### src/rtl/mem_access_unit_if.sv
// Request/response and memory-side bus of mem_access_unit.
// The slave modport is the unit's view; master is the requester/memory view.
interface mem_access_unit_if;
   // Requester side
   logic        req_valid;
   logic        req_ready;
   logic        req_we;
   logic [2:0]  funct3;
   logic [31:0] addr;
   logic [31:0] wdata;
   logic        resp_valid;
   logic [31:0] rdata;
   logic        err;
   // Memory side
   logic [31:0] mem_addr;
   logic [31:0] mem_wdata;
   logic        mem_we;
   logic [31:0] mem_rdata;

   modport slave (
      input  req_valid, req_we, funct3, addr, wdata, mem_rdata,
      output req_ready, resp_valid, rdata, err, mem_addr, mem_wdata, mem_we
   );

   modport master (
      output req_valid, req_we, funct3, addr, wdata, mem_rdata,
      input  req_ready, resp_valid, rdata, err, mem_addr, mem_wdata, mem_we
   );
endinterface

### src/rtl/mem_access_unit.sv
// RISC-V style load/store unit in front of a single-cycle word memory.
// Loads read one word and extend the addressed lane; SW writes directly;
// SB/SH read-modify-write the containing word. Bad width codes and
// misaligned addresses are rejected without touching memory.
// Optional feature: define MEM_ACCESS_RANGE_CHECK_EN to also reject
// addresses outside 0x0000_2000..0x0000_2FFF.
module mem_access_unit (
   input logic             clk,
   input logic             rstn,
   mem_access_unit_if.slave bus
);

   typedef enum logic [1:0] {StIdle, StRd, StWr, StResp} state_e;

   localparam logic [2:0] F3Byte  = 3'b000;
   localparam logic [2:0] F3Half  = 3'b001;
   localparam logic [2:0] F3Word  = 3'b010;
   localparam logic [2:0] F3ByteU = 3'b100;
   localparam logic [2:0] F3HalfU = 3'b101;

   state_e      state_q, state_d;
   logic        we_q, we_d;
   logic [2:0]  funct3_q, funct3_d;
   logic [31:0] addr_q, addr_d;
   logic [31:0] wdata_q, wdata_d;
   logic [31:0] buf_q, buf_d;
   logic [31:0] rdata_q, rdata_d;
   logic        err_q, err_d;

   logic        accept;
   logic        code_ok;
   logic        misaligned;
   logic        range_ok;
   logic        req_bad;
   logic [31:0] word_addr;

   // Extract and extend the addressed lane of a fetched word.
   function automatic logic [31:0] load_extend(input logic [2:0]  f3,
                                               input logic [1:0]  lane,
                                               input logic [31:0] word);
      logic [7:0]  b;
      logic [15:0] h;
      logic [31:0] res;
      b = word[{lane, 3'b000} +: 8];
      h = lane[1] ? word[31:16] : word[15:0];
      unique case (f3)
         F3Byte:  res = {{24{b[7]}}, b};
         F3Half:  res = {{16{h[15]}}, h};
         F3ByteU: res = {24'b0, b};
         F3HalfU: res = {16'b0, h};
         default: res = word;
      endcase
      return res;
   endfunction

   // Replace only the addressed byte/halfword lane of the buffered word.
   function automatic logic [31:0] store_merge(input logic [2:0]  f3,
                                               input logic [1:0]  lane,
                                               input logic [31:0] word,
                                               input logic [31:0] data);
      logic [31:0] res;
      res = word;
      if (f3 == F3Half) begin
         if (lane[1]) res[31:16] = data[15:0];
         else         res[15:0]  = data[15:0];
      end else begin
         res[{lane, 3'b000} +: 8] = data[7:0];
      end
      return res;
   endfunction

   assign accept    = bus.req_valid && (state_q == StIdle);
   assign word_addr = {addr_q[31:2], 2'b00};

   // Classify the incoming request: legal width code, alignment, address range.
   always_comb begin
      code_ok    = 1'b0;
      misaligned = 1'b0;
      if (bus.req_we) begin
         code_ok = (bus.funct3 == F3Byte) || (bus.funct3 == F3Half) ||
                   (bus.funct3 == F3Word);
      end else begin
         code_ok = (bus.funct3 == F3Byte)  || (bus.funct3 == F3Half) ||
                   (bus.funct3 == F3Word)  || (bus.funct3 == F3ByteU) ||
                   (bus.funct3 == F3HalfU);
      end
      // funct3[1:0] encodes size for both signed and unsigned variants
      if (bus.funct3[1:0] == 2'b01) misaligned = bus.addr[0];
      if (bus.funct3[1:0] == 2'b10) misaligned = (bus.addr[1:0] != 2'b00);
`ifdef MEM_ACCESS_RANGE_CHECK_EN
      range_ok = (bus.addr >= 32'h0000_2000) && (bus.addr <= 32'h0000_2FFF);
`else
      range_ok = 1'b1;
`endif
      req_bad = !code_ok || misaligned || !range_ok;
   end

   // Next-state, request latching and memory-side outputs.
   always_comb begin
      state_d       = state_q;
      we_d          = we_q;
      funct3_d      = funct3_q;
      addr_d        = addr_q;
      wdata_d       = wdata_q;
      buf_d         = buf_q;
      rdata_d       = rdata_q;
      err_d         = err_q;
      bus.mem_addr  = 32'h0;
      bus.mem_wdata = 32'h0;
      bus.mem_we    = 1'b0;

      unique case (state_q)
         StIdle: begin
            if (accept) begin
               we_d     = bus.req_we;
               funct3_d = bus.funct3;
               addr_d   = bus.addr;
               wdata_d  = bus.wdata;
               if (req_bad) begin
                  // Rejected: respond next cycle, memory untouched
                  state_d = StResp;
                  err_d   = 1'b1;
                  rdata_d = 32'h0;
               end else if (bus.req_we && (bus.funct3 == F3Word)) begin
                  state_d = StWr;
               end else begin
                  // Loads and sub-word stores both need the current word
                  state_d = StRd;
               end
            end
         end
         StRd: begin
            bus.mem_addr = word_addr;
            buf_d        = bus.mem_rdata;
            if (we_q) begin
               state_d = StWr;
            end else begin
               state_d = StResp;
               rdata_d = load_extend(funct3_q, addr_q[1:0], bus.mem_rdata);
               err_d   = 1'b0;
            end
         end
         StWr: begin
            bus.mem_addr  = word_addr;
            bus.mem_we    = 1'b1;
            bus.mem_wdata = (funct3_q == F3Word) ? wdata_q :
                            store_merge(funct3_q, addr_q[1:0], buf_q, wdata_q);
            state_d       = StResp;
            rdata_d       = 32'h0;
            err_d         = 1'b0;
         end
         StResp: begin
            state_d = StIdle;
         end
         default: begin
            state_d = StIdle;
         end
      endcase
   end

   // Handshake and result outputs; rdata/err only change on entry to StResp.
   always_comb begin
      bus.req_ready  = (state_q == StIdle);
      bus.resp_valid = (state_q == StResp);
      bus.rdata      = rdata_q;
      bus.err        = err_q;
   end

   // State and datapath registers; reset abandons any request in flight.
   always_ff @(posedge clk or negedge rstn) begin
      if (!rstn) begin
         state_q  <= StIdle;
         we_q     <= 1'b0;
         funct3_q <= 3'b000;
         addr_q   <= 32'h0;
         wdata_q  <= 32'h0;
         buf_q    <= 32'h0;
         rdata_q  <= 32'h0;
         err_q    <= 1'b0;
      end else begin
         state_q  <= state_d;
         we_q     <= we_d;
         funct3_q <= funct3_d;
         addr_q   <= addr_d;
         wdata_q  <= wdata_d;
         buf_q    <= buf_d;
         rdata_q  <= rdata_d;
         err_q    <= err_d;
      end
   end

endmodule

### src/flat_wrapper.sv
// flat-port wrapper written by rule: the top's interface ports become plain ports
module mem_access_unit_flat 
  (clk, rstn, bus_req_valid, bus_req_we, bus_funct3, bus_addr, bus_wdata, bus_mem_rdata, bus_req_ready, bus_resp_valid, bus_rdata, bus_err, bus_mem_addr, bus_mem_wdata, bus_mem_we);
  mem_access_unit_if bus_i ();
  input logic clk;
  input logic rstn;
  input wire logic [$bits(bus_i.req_valid)-1:0] bus_req_valid;
  input wire logic [$bits(bus_i.req_we)-1:0] bus_req_we;
  input wire logic [$bits(bus_i.funct3)-1:0] bus_funct3;
  input wire logic [$bits(bus_i.addr)-1:0] bus_addr;
  input wire logic [$bits(bus_i.wdata)-1:0] bus_wdata;
  input wire logic [$bits(bus_i.mem_rdata)-1:0] bus_mem_rdata;
  output wire logic [$bits(bus_i.req_ready)-1:0] bus_req_ready;
  output wire logic [$bits(bus_i.resp_valid)-1:0] bus_resp_valid;
  output wire logic [$bits(bus_i.rdata)-1:0] bus_rdata;
  output wire logic [$bits(bus_i.err)-1:0] bus_err;
  output wire logic [$bits(bus_i.mem_addr)-1:0] bus_mem_addr;
  output wire logic [$bits(bus_i.mem_wdata)-1:0] bus_mem_wdata;
  output wire logic [$bits(bus_i.mem_we)-1:0] bus_mem_we;
  assign bus_i.req_valid = bus_req_valid;
  assign bus_i.req_we = bus_req_we;
  assign bus_i.funct3 = bus_funct3;
  assign bus_i.addr = bus_addr;
  assign bus_i.wdata = bus_wdata;
  assign bus_i.mem_rdata = bus_mem_rdata;
  assign bus_req_ready = bus_i.req_ready;
  assign bus_resp_valid = bus_i.resp_valid;
  assign bus_rdata = bus_i.rdata;
  assign bus_err = bus_i.err;
  assign bus_mem_addr = bus_i.mem_addr;
  assign bus_mem_wdata = bus_i.mem_wdata;
  assign bus_mem_we = bus_i.mem_we;
  mem_access_unit u_core (.clk(clk), .rstn(rstn), .bus(bus_i));
endmodule
### config.mk
export PLATFORM = sky130hd
export DESIGN_NAME = mem_access_unit_flat
export DESIGN_NICKNAME = d
export VERILOG_FILES = /design/src/rtl/mem_access_unit_if.sv /design/src/rtl/mem_access_unit.sv /design/src/flat_wrapper.sv
export SDC_FILE = /design/constraint.sdc
export NUM_CORES = 1
export LEC_CHECK = 0
export BUFFER_PORTS_ARGS = -buffer_cell sky130_fd_sc_hd__buf_2
export CORE_UTILIZATION = 57
export DETAILED_ROUTE_END_ITERATION = 12
export PLACE_DENSITY = 0.84
export SKIP_LAST_GASP = 1
export SLEW_MARGIN = 15
export SYNTH_ARGS = -nofsm -noshare
export SYNTH_HDL_FRONTEND = slang
export SYNTH_SLANG_ARGS = --single-unit
### constraint.sdc
create_clock -name clk -period 3.98 [get_ports clk]
set_input_delay 0.398 -clock clk [delete_from_list [all_inputs] [get_ports clk]]
set_output_delay 0.398 -clock clk [all_outputs]
set_load 0.01 [all_outputs]
==> run metrics <==
status complete, but fails checks; failing checks hold timing; post-synth cell types 60; Worst path depth 5; unrepaired setup endpoints after global routing false; mux share of post-synthesis cell area 0.199; setup ws final 0.629 ns; Port Buf Inserts 200; worst min path class primary input to asynchronous set/reset pin; Die Y 115 um; post-CTS sizing 0; CTS Buf Count 17; Crit path largest cell delay 0.64 ns; Post-synth EDFFs 0; worst reg2reg path depth 6; wire per inst 20.4 um; Synth area leaders dfrtp_1 (47%), mux2_2 (17%), o21ai_0 (3.4%), and2_1 (2.8%), nand2b_1 (2.0%); Max FO, Critical Path 23; wirelength, routed ~20000 um; worst hold margin -0.00821 ns; DR DRC count 0; YS warnings 0; slowest CP cell dfrtp_1; post-synthesis async set-or-reset flop share 1.00; Seq/Total Area, Yosys 0.468; combinational share of power 0.497; crit-path leading delay family simple AND/OR/NAND/NOR gates; Post-Synth XOR/XNOR Area 0; most common cell after layout, fill and taps aside buf_2; initial core utilization 0.594; Boundary Pins 203; number of global-route vias before repair 5919; Peak Freq around 0.30 GHz; Synth Area in Simple Gates 0.0914; Post-DP HPWL 14500 um; CORE AREA 0.0122 sq mm; Pint 0.00495 W; routed vias/inst 6.06; Pins Over Slew Limit 0; Sw Pwr approximately 0.0034 W; first-pass GRT wire length 31500 um; Worst IR Drop VDD 0.690 mV; Clock Skew 0.00774 ns; Die Wd around 110 um; Synth-to-Final Area Change 23.5%; Flop pwr share 0.310; Final TNS setup 0 ns; Crit. End Element output pin; Post CTS Setup Buffer Count 0; Post-Syn Area 0.00722 sq mm; Synth Area per Inst 11.3 sq um; final setup fails 0; period utilisation layout 0.842; largest net degree at the start of global routing 74; H-tree depth 4; Period minus WS final 3.35 ns; Clock transition at path regs 0.06 ns; clock share of power 0.193; commonest cells after routing, fill and taps aside buf_2 (199), dfrtp_1 (135), mux2_2 (107), o21ai_0 (49), and2_1 (32); CP arrival 2.95 ns; Root Driver clkbuf_16; CP required 3.58 ns; Sink Count 135; GPL Wtd Cong 0.916; compound-gate portion of the synthesized area 0.181; Crit Path Class flop to output pin; initial drt markers between 400 and 500; share of layout cells above drive strength 1 0.453; Skew-Pair Late Insertion Delay 0.43 ns; FP Rows 40; Synth Flop Type dfrtp_1; register bit total from synthesis 135; vias 6064; Worst slew margin 0.343; antenna viol nets, final 0; final hold vios 8; power per cell area around 930 mW/mm^2; die area ~0.013 sq mm; MaxCap Viol Count 0; initial antenna violation count 0; area leader, netlist dfrtp_1; Net Sw Frac 0.404; Cells after Synth 638; grt ovf 0; Layout Nets about 930; CTS tree yes; clk buf depth 2; hold buffers post-CTS 0; area share of the largest cell type after synthesis 0.468; main combinational cell family by area after synthesis multiplexers; Post-Synth Adder-Cell Area 0.0156; Leak 4.21 nW; Total Routing Usage GR 0.322; CP cell instances nor2b_1, nand2_1, o211ai_1, a21boi_0, buf_2; diodes inserted 0; Worst-Margin Slew 0.985 ns; Worst Setup Start Kind flop; layout filler cell count between 800 and 900; pre-CTS setup slack 0.848 ns; DRT Pass-1 Iters 5; Buf/Inv on CP 1
synthesized netlist by cell type, types with 2 or more instances:
master	count
a211oi_1	4
o211ai_1	7
mux2_4	9
a221o_1	8
o21ai_0	49
ha_1	9
mux2_2	107
a22o_1	16
a31oi_1	8
buf_4	4
inv_1	21
dfrtp_1	135
and2_1	32
mux2i_1	6
a2bb2oi_1	2
nand2_1	21
o41ai_1	3
nor2b_1	3
nor3b_1	2
nand3_1	6
buf_2	8
o21a_1	3
o221a_2	7
a221oi_1	16
o22ai_1	12
a21oi_1	20
nand2b_1	23
nor3_1	2
o311ai_0	4
nor2_1	15
a21boi_0	13
clkbuf_1	26
buf_1	10
state kept, by name, indices dropped and copies added, names as in the netlist:
name	count
u_core.funct3_q	3
u_core.we_q	1
u_core.bus.err	1
u_core.buf_q	32
u_core.addr_q	32
u_core.bus.rdata	32
u_core.state_q	2
u_core.wdata_q	32
final timing paths:
path / startpoint / to / slack (ns)
setup / recovery: u_core.funct3_q[0] / bus_mem_wdata[5] / 0.63
hold / removal: rstn / u_core.bus.rdata[24] / -0.008
setup reg to reg: u_core.state_q[0] / u_core.bus.rdata[4] / 1.29
hold reg to reg: u_core.bus.rdata[29] / u_core.bus.rdata[29] / 0.50
max in group asynchronous: rstn / u_core.wdata_q[3] / 3.01
min in group clk: bus_addr[26] / u_core.addr_q[26] / 0.20
cells by family (layout without fill, tap and decap cells):
kind of cell | count (synthesis) | count (layout)
buf+inv | 72 | 265
compound gates | 181 | 181
fa+ha+maj | 9 | 9
other cells | 1 | 2
simple gates | 116 | 116
flops | 135 | 135
mux | 124 | 124
layout make-up:
cell class | count | area (sq um) | share of cell area
multi-input cells | 432 | 3550 | 0.398
repair buffers | 211 | 1100 | 0.124
well taps | 168 | 210 | 0.0236
clock inverters | 13 | 154 | 0.0173
clock buffers | 19 | 443 | 0.0497
flip-flops and latches | 135 | 3380 | 0.379
inverters | 22 | 82.6 | 0.00926
per-layer routing:
metal  vias to the layer above  global-route usage  wire length [um]
li1                       2722                   -                 -
met1                      2991               0.414              8540
met2                       299               0.519              9700
met3                        52              0.0805              1500
met4                         0               0.137               647
met5                         -                   0                 0
per-stage QoR:
stage / utilization / hold slack, ns / instances / total power (W) / area (sq um)
final: 0.733 / -0.00821 / 1000 / 0.00831 / 8920
after global routing: 0.733 / 0.0447 / 1000 / 0.00878 / 8920
after CTS: 0.732 / 0.0150 / 1000 / 0.00828 / 8900
after detailed placement: 0.683 / 0.463 / 968 / 0.00663 / 8310
after global placement: 0.683 / 0.454 / 968 / 0.00647 / 8310
after floorplan: - / 0.102 / 639 / 0.00539 / 7220
power by group through the flow:
stage / Combinational, W / Clock (W) / Sequential (W)
after global routing: 0.00447 / 0.00168 / 0.00264
after detailed placement: 0.00406 / 0 / 0.00257
after global placement: 0.00394 / 0 / 0.00253
after floorplan: 0.00302 / 0 / 0.00237
final: 0.00413 / 0.00160 / 0.00258
after CTS: 0.00411 / 0.00161 / 0.00255
Note: power is estimated with default switching activity, not from simulation.
